**src/rtl/rv32_pkg.sv**
```systemverilog
// Shared RV32I definitions: opcodes, bubble encoding, and the register-field
// usage rules that the fetch, decode and hazard logic all agree on.
package rv32_pkg;

  localparam int XLEN = 32;
  localparam logic [XLEN-1:0] RV32_NOP = 32'h0000_0013;

  typedef enum logic [6:0] {
    LOAD   = 7'b0000011,
    OP_IMM = 7'b0010011,
    AUIPC  = 7'b0010111,
    STORE  = 7'b0100011,
    OP     = 7'b0110011,
    LUI    = 7'b0110111,
    BRANCH = 7'b1100011,
    JALR   = 7'b1100111,
    JAL    = 7'b1101111
  } opcode_e;

  typedef logic [4:0] reg_idx_t;

  // One fetched instruction together with the address it came from.
  typedef struct packed {
    logic [XLEN-1:0] instr;
    logic [XLEN-1:0] pc;
  } fetch_rsp_t;

  function automatic logic uses_rd(input logic [6:0] opc);
    return !(opc == STORE || opc == BRANCH);
  endfunction

  function automatic logic uses_rs1(input logic [6:0] opc);
    return !(opc == LUI || opc == AUIPC || opc == JAL);
  endfunction

  function automatic logic uses_rs2(input logic [6:0] opc);
    return (opc == OP || opc == STORE || opc == BRANCH);
  endfunction

endpackage

```
**src/rtl/fetch_ifid_stage_if.sv**
```systemverilog
// Fetch/IF-ID boundary bundle: stall and redirect controls in, instruction
// memory port, and the IF/ID register plus pre-decoded fields out.
interface fetch_ifid_stage_if;
  import rv32_pkg::*;

  logic            ena_fetch;
  logic            ena_ifid;
  logic            jmp_ena;
  logic [XLEN-1:0] jmp_pc;
  logic [XLEN-1:0] imem_addr;
  logic [XLEN-1:0] imem_rdata;
  logic [XLEN-1:0] instr_ID;
  logic [XLEN-1:0] pc_ID;
  logic            valid_ID;
  reg_idx_t        rs1_ID;
  reg_idx_t        rs2_ID;
  reg_idx_t        rd_ID;
  logic            misalign;

  modport master (
    input  ena_fetch, ena_ifid, jmp_ena, jmp_pc, imem_rdata,
    output imem_addr, instr_ID, pc_ID, valid_ID, rs1_ID, rs2_ID, rd_ID, misalign
  );

  modport slave (
    output ena_fetch, ena_ifid, jmp_ena, jmp_pc, imem_rdata,
    input  imem_addr, instr_ID, pc_ID, valid_ID, rs1_ID, rs2_ID, rd_ID, misalign
  );

endinterface

```
**src/rtl/ifid_field_decode.sv**
```systemverilog
// Combinational register-field extraction from the IF/ID instruction; fields an
// opcode does not use, and every field of an invalid slot, read as x0.
module ifid_field_decode
  import rv32_pkg::*;
(
  input  logic [XLEN-1:0] instr,
  input  logic            valid,
  output reg_idx_t        rs1,
  output reg_idx_t        rs2,
  output reg_idx_t        rd
);

  logic [6:0] opc;

  always_comb begin
    opc = instr[6:0];
    rs1 = '0;
    rs2 = '0;
    rd  = '0;
    if (valid) begin
      if (uses_rs1(opc)) rs1 = instr[19:15];
      if (uses_rs2(opc)) rs2 = instr[24:20];
      if (uses_rd(opc))  rd  = instr[11:7];
    end
  end

endmodule

```
**src/rtl/fetch_ifid_stage.sv**
```systemverilog
// PC/fetch stage and IF/ID register; imem responses arrive one cycle after issue.
// Stalls park at most one in-flight response in a hold buffer; redirects cost two bubbles.
module fetch_ifid_stage
  import rv32_pkg::*;
#(
  parameter logic [XLEN-1:0] RESET_PC  = 32'h0000_0000,
  parameter logic [XLEN-1:0] NOP_INSTR = RV32_NOP
) (
  input  logic               clk,
  input  logic               rst,
  fetch_ifid_stage_if.master bus
);

  logic [XLEN-1:0] pc_f;
  logic            req_valid;
  logic [XLEN-1:0] req_pc;
  logic            hold_valid;
  fetch_rsp_t      hold_q;
  fetch_rsp_t      ifid_q;
  logic            valid_q;
  logic            misalign_q;

  logic            redirect;
  logic            src_valid;
  fetch_rsp_t      src;
  fetch_rsp_t      mem_rsp;
  logic            hold_valid_next;
  logic            issue;
  logic [XLEN-1:0] jmp_target;
  logic [XLEN-1:0] pc_plus4;

  always_comb begin
    redirect   = bus.jmp_ena & bus.ena_ifid;
    jmp_target = {bus.jmp_pc[XLEN-1:2], 2'b00};
    pc_plus4   = pc_f + 32'd4;

    mem_rsp.instr = bus.imem_rdata;
    mem_rsp.pc    = req_pc;

    // The hold buffer is older than any in-flight read, so it drains first.
    src_valid = hold_valid | req_valid;
    src       = hold_valid ? hold_q : mem_rsp;

    hold_valid_next = bus.ena_ifid ? 1'b0 : (hold_valid | req_valid);

    // A new read may only go out if its response will have somewhere to land.
    issue = bus.ena_fetch & ~redirect & ~hold_valid_next;
  end

  always_ff @(posedge clk) begin
    if (rst) begin
      pc_f         <= RESET_PC;
      req_valid    <= 1'b0;
      req_pc       <= '0;
      hold_valid   <= 1'b0;
      hold_q       <= '0;
      ifid_q.instr <= NOP_INSTR;
      ifid_q.pc    <= '0;
      valid_q      <= 1'b0;
      misalign_q   <= 1'b0;
    end else begin
      misalign_q <= redirect & (|bus.jmp_pc[1:0]);

      if (redirect) begin
        pc_f         <= jmp_target;
        req_valid    <= 1'b0;
        hold_valid   <= 1'b0;
        ifid_q.instr <= NOP_INSTR;
        valid_q      <= 1'b0;
      end else begin
        if (bus.ena_ifid) begin
          hold_valid <= 1'b0;
          valid_q    <= src_valid;
          if (src_valid) begin
            ifid_q <= src;
          end else begin
            ifid_q.instr <= NOP_INSTR;
          end
        end else if (req_valid && !hold_valid) begin
          hold_valid <= 1'b1;
          hold_q     <= mem_rsp;
        end

        if (issue) begin
          req_valid <= 1'b1;
          req_pc    <= pc_f;
          pc_f      <= pc_plus4;
        end else begin
          req_valid <= 1'b0;
        end
      end
    end
  end

  assign bus.imem_addr = pc_f;
  assign bus.instr_ID  = ifid_q.instr;
  assign bus.pc_ID     = ifid_q.pc;
  assign bus.valid_ID  = valid_q;
  assign bus.misalign  = misalign_q;

  ifid_field_decode u_decode (
    .instr (ifid_q.instr),
    .valid (valid_q),
    .rs1   (bus.rs1_ID),
    .rs2   (bus.rs2_ID),
    .rd    (bus.rd_ID)
  );

endmodule

```
**src/flat_wrapper.sv**
```systemverilog
// flat-port wrapper written by rule: the top's interface ports become plain ports
module fetch_ifid_stage_flat import rv32_pkg::*;
#(
  parameter logic [XLEN-1:0] RESET_PC  = 32'h0000_0000,
  parameter logic [XLEN-1:0] NOP_INSTR = RV32_NOP
)
  (clk, rst, bus_ena_fetch, bus_ena_ifid, bus_jmp_ena, bus_jmp_pc, bus_imem_rdata, bus_imem_addr, bus_instr_ID, bus_pc_ID, bus_valid_ID, bus_rs1_ID, bus_rs2_ID, bus_rd_ID, bus_misalign);
  fetch_ifid_stage_if bus_i ();
  input  logic clk;
  input  logic rst;
  input wire logic [$bits(bus_i.ena_fetch)-1:0] bus_ena_fetch;
  input wire logic [$bits(bus_i.ena_ifid)-1:0] bus_ena_ifid;
  input wire logic [$bits(bus_i.jmp_ena)-1:0] bus_jmp_ena;
  input wire logic [$bits(bus_i.jmp_pc)-1:0] bus_jmp_pc;
  input wire logic [$bits(bus_i.imem_rdata)-1:0] bus_imem_rdata;
  output wire logic [$bits(bus_i.imem_addr)-1:0] bus_imem_addr;
  output wire logic [$bits(bus_i.instr_ID)-1:0] bus_instr_ID;
  output wire logic [$bits(bus_i.pc_ID)-1:0] bus_pc_ID;
  output wire logic [$bits(bus_i.valid_ID)-1:0] bus_valid_ID;
  output wire logic [$bits(bus_i.rs1_ID)-1:0] bus_rs1_ID;
  output wire logic [$bits(bus_i.rs2_ID)-1:0] bus_rs2_ID;
  output wire logic [$bits(bus_i.rd_ID)-1:0] bus_rd_ID;
  output wire logic [$bits(bus_i.misalign)-1:0] bus_misalign;
  assign bus_i.ena_fetch = bus_ena_fetch;
  assign bus_i.ena_ifid = bus_ena_ifid;
  assign bus_i.jmp_ena = bus_jmp_ena;
  assign bus_i.jmp_pc = bus_jmp_pc;
  assign bus_i.imem_rdata = bus_imem_rdata;
  assign bus_imem_addr = bus_i.imem_addr;
  assign bus_instr_ID = bus_i.instr_ID;
  assign bus_pc_ID = bus_i.pc_ID;
  assign bus_valid_ID = bus_i.valid_ID;
  assign bus_rs1_ID = bus_i.rs1_ID;
  assign bus_rs2_ID = bus_i.rs2_ID;
  assign bus_rd_ID = bus_i.rd_ID;
  assign bus_misalign = bus_i.misalign;
  fetch_ifid_stage #(.RESET_PC(RESET_PC), .NOP_INSTR(NOP_INSTR)) u_core (.clk(clk), .rst(rst), .bus(bus_i));
endmodule
```
**config.mk**
```make
export PLATFORM = sky130hd
export DESIGN_NAME = fetch_ifid_stage_flat
export DESIGN_NICKNAME = d
export VERILOG_FILES = /design/src/rtl/rv32_pkg.sv /design/src/rtl/fetch_ifid_stage_if.sv /design/src/rtl/ifid_field_decode.sv /design/src/rtl/fetch_ifid_stage.sv /design/src/flat_wrapper.sv
export SDC_FILE = /design/constraint.sdc
export NUM_CORES = 1
export LEC_CHECK = 0
export ABC_CLOCK_PERIOD_IN_PS = 2800
export BUFFER_PORTS_ARGS = -buffer_cell sky130_fd_sc_hd__buf_2
export CORE_UTILIZATION = 35
export CTS_CLUSTER_SIZE = 10
export DETAILED_ROUTE_END_ITERATION = 10
export PLACE_DENSITY = 0.57
export SYNTH_ARGS = -nofsm -noshare
export SYNTH_HDL_FRONTEND = slang
export SYNTH_SLANG_ARGS = --single-unit
```
**constraint.sdc**
```tcl
create_clock -name clk -period 2.8 [get_ports clk]
set_input_delay 0.28 -clock clk [delete_from_list [all_inputs] [get_ports clk]]
set_output_delay 0.28 -clock clk [all_outputs]
set_load 0.01 [all_outputs]
```
==> metrics.cfg <==
[layout]
layout-drive-gt1-share_pct = 20.3
layout.nets = 1210
fillerInstances = 2330
area_growth_pct = 19.8
final_core_util_pct = 42.6

[floorplanning]
dieWidth_um = 154
start_util_pct = 35.6
die-area_um2 = 23600
io_pins = 182
coreArea_um2 = 22600
fp-row-count = 55
die_y_um = 154

[critical_path]
crit_type = reg2out
crit_slowest_cell = a21boi_0
slowest_delay_ps = 550
worstPathMaxFanout = 5
path_cells = nor2b_1 > a21boi_0 > and2_1 > buf_2
cp_num_cells = 4
reg2reg_from = u_core.hold_valid$_SDFFE_PP0P_
critPathLaunch = u_core.bus.instr_ID[4]$_SDFFE_PP1P_
rrSetupSlack_ps = 820
cp-start-kind = register
crit_family = compound AO/OA/AOI/OAI gates
critical_path_required_ps = 2520
r2r_end = u_core.req_pc[16]$_SDFFE_PP0P_
cp-end-kind = output pin
critical_path_buf_inv_count = 1
arrival_ps = 1830
r2r_cells = 5

[place]
place.gp.congestion = 0.830
dp_hpwl_um = 14900
io_buffer_count = 177
place_ws_ps = 725

[sta]
slew_headroom_pct = 53.8
hold_violations = 0
fin_crit_sh_pct = 75.2
clock_skew_ps = 8.30
fin_setup_tns_ps = 0
finalSetupViolations = 0
holdWs_ps = 104
max_freq_mhz = 475
period_needed_ps = 2110
worst_slew_pin_slew_ps = 693
finalMaxSlewViolations = 0
layout_setup_ws_ps = 694
rsz0062_at_grt = no

[min_path]
hp-start = bus_imem_rdata[14]
hold_depth = 3
hold_class = in2reg
hold_end = u_core.hold_q[46]$_SDFFE_PP0P_

[clock_tree]
cts_root_buf = clkbuf_16
ctsLongestPathBuffers = 2
insertion_delay_ps = 420
cts-buffers-inserted = 17
cts_htree_levels = 4
clkSlewWorstSetupHoldPaths_ps = 70
ctsHoldBuffers = 0
clock-sinks = 188
post_cts_buffers = 0
cts_tree = built
ctsResizeCount = 0

[logic_synthesis]
syn_inst = 1011
synth.distinct_cells = 52
ys_ff_latch = 188
yosys_warnings = 0
synthTopCellsByArea = dfxtp_1, nand2_1, a21oi_1
synth_top_area_share_pct = 46.7
ys_seq_area_share_pct = 46.7
yosys.area.top_type = dfxtp_1
avgSynthCellArea_um2 = 7.97
syn-cell-area_um2 = 8060

[outcome]
status = finished, violations left
violations = DRC

[global_routing]
track_usage_pct = 18.7
grt_pass1_vias = 6343
antenna_found_initial = 1
grt_max_degree = 108
globalRouteOverflowTotal = 0
grt_pass1_wl_um = 35500

[pwr]
p_leak_uw = 0.00357
cellPowerDensity_nw_per_um2 = 596
power_uw = 5750
peakVddDrop_v = 0.000369

[detailed_routing]
drtAntennaViolNets = 0
wirelength_um = 22100
drcViolationCount = 2
vias = 7236
wl_per_cell_um = 15.4
avgViaCountPerCell = 5.04
drt_iter0_markers = 455
dr.pass1.iters = 8

[job]
drv_cap = 0

==> area by class of cell <==
class / instances / area (µm²) / share of cell area, %
Clock buffer: 20 / 457 / 4.73
Tap cell: 285 / 357 / 3.70
Multi-Input combinational cell: 738 / 3950 / 40.9
Inverter: 6 / 22.5 / 0.233
Sequential cell: 188 / 3770 / 39.0
Clock inverter: 9 / 91.3 / 0.946
Timing Repair Buffer: 189 / 1000 / 10.4
Antenna cell: 1 / 2.50 / 0.0259
==> cell usage after synthesis, drive strengths merged <==
library cell and count:
o2111a 1, nor2b 3, a211oi 51, a22oi 1
o211ai 29, o21a 6, nor3 14, nand4 5
a221oi 3, nor3b 1, xnor2 14, conb 1
buf 30, a31oi 1, xor2 5, mux2i 30
a21o 1, o21ai 37, ha 1, nand3 8
a21oi 98, inv 5, dfxtp 188, nand2b 1
o22a 2, nor2 102, a211o 3, clkbuf 52
o2111ai 1, a21boi 1, and4 8, or3 2
and3 7, o31a 1, nor4 12, clkinv 1
nand2 261, a2111oi 1, a32oi 1, and2 18
a311oi 4
==> how the worst max path moves through the flow <==
stage / endpoint
4_1_cts: bus_rd_ID[1]
6_report: bus_rd_ID[1]
2_1_floorplan: u_core.bus.imem_addr[29]$_SDFFE_PP0P_
5_1_grt: bus_rd_ID[3]
3_5_place_dp: u_core.bus.pc_ID[16]$_SDFFE_PP0P_
3_3_place_gp: u_core.bus.pc_ID[9]$_SDFFE_PP0P_
==> worst min-delay path: stages <==
cell and delay (ps):
buf_2 100, nand2_1 50, a21oi_1 50
==> layout by cell type, fill, tap and decap left out, types with 3 or more instances in the layout <==
master | Yosys | final
a211o_1 | 3 | 3
a211oi_1 | 51 | 51
a21oi_1 | 98 | 98
a221oi_1 | 3 | 3
a311oi_1 | 4 | 4
and2_1 | 18 | 17
and3_1 | 6 | 6
and4_1 | 7 | 7
buf_2 | 18 | 176
buf_4 | 5 | 11
clkbuf_16 | 0 | 17
clkinvlp_4 | 0 | 4
conb_1 | 1 | 4
dfxtp_1 | 188 | 187
inv_1 | 5 | 5
mux2i_1 | 30 | 30
nand2_1 | 261 | 259
nand3_1 | 8 | 8
nand4_1 | 3 | 3
nor2_1 | 101 | 101
nor2b_1 | 3 | 3
nor3_1 | 13 | 13
nor4_1 | 10 | 10
o211ai_1 | 29 | 29
o21a_1 | 6 | 6
o21ai_0 | 35 | 34
xnor2_1 | 14 | 14
xor2_1 | 5 | 5
==> report_power, final <==
part / switching (µW) / internal [µW] / total (µW)
logic: 350 / 219 / 569
registers: 118 / 2780 / 2890
clock network: 1020 / 1260 / 2280
total: 1490 / 4260 / 5750
==> layer usage <==
metal / track usage [%] / share of wire (%)
met4: 5.52 / 1.4
met2: 26.9 / 43
met5: 0 / 0
met1: 28.0 / 51
met3: 3.66 / 4.2
==> stage by stage <==
stage,std cells,area [µm²]
6_report,1436,9650
5_1_grt,1436,9650
4_1_cts,1435,9650
3_5_place_dp,1406,9100
3_3_place_gp,1406,9100
2_1_floorplan,1014,8070
==> logic make-up (layout without fill, tap and decap cells) <==
| group | after synthesis | after routing | share of synthesized area, % |
|---|---|---|---|
| AND/OR/NAND/NOR | 442 | 442 | 23.7 |
| AO/OA/AOI/OAI | 242 | 242 | 18.9 |
| flip-flops | 188 | 188 | 46.7 |
| buffers and inverters | 88 | 224 | 4.61 |
| multiplexers | 30 | 30 | 3.73 |
| XOR/XNOR | 19 | 19 | 2.07 |
| adder cells (fa/ha/maj) | 1 | 1 | 0.155 |
| other | 1 | 5 | 0.0465 |
==> sequential cells by signal (all words and copies together), names as in the netlist <==
register              cells
u_core.bus.imem_addr     30
u_core.bus.instr_ID      32
u_core.bus.misalign       1
u_core.bus.pc_ID         30
u_core.bus.valid_ID       1
u_core.hold_q            62
u_core.hold_valid         1
u_core.req_pc            30
u_core.req_valid          1
(Power assumes the default switching activity.)
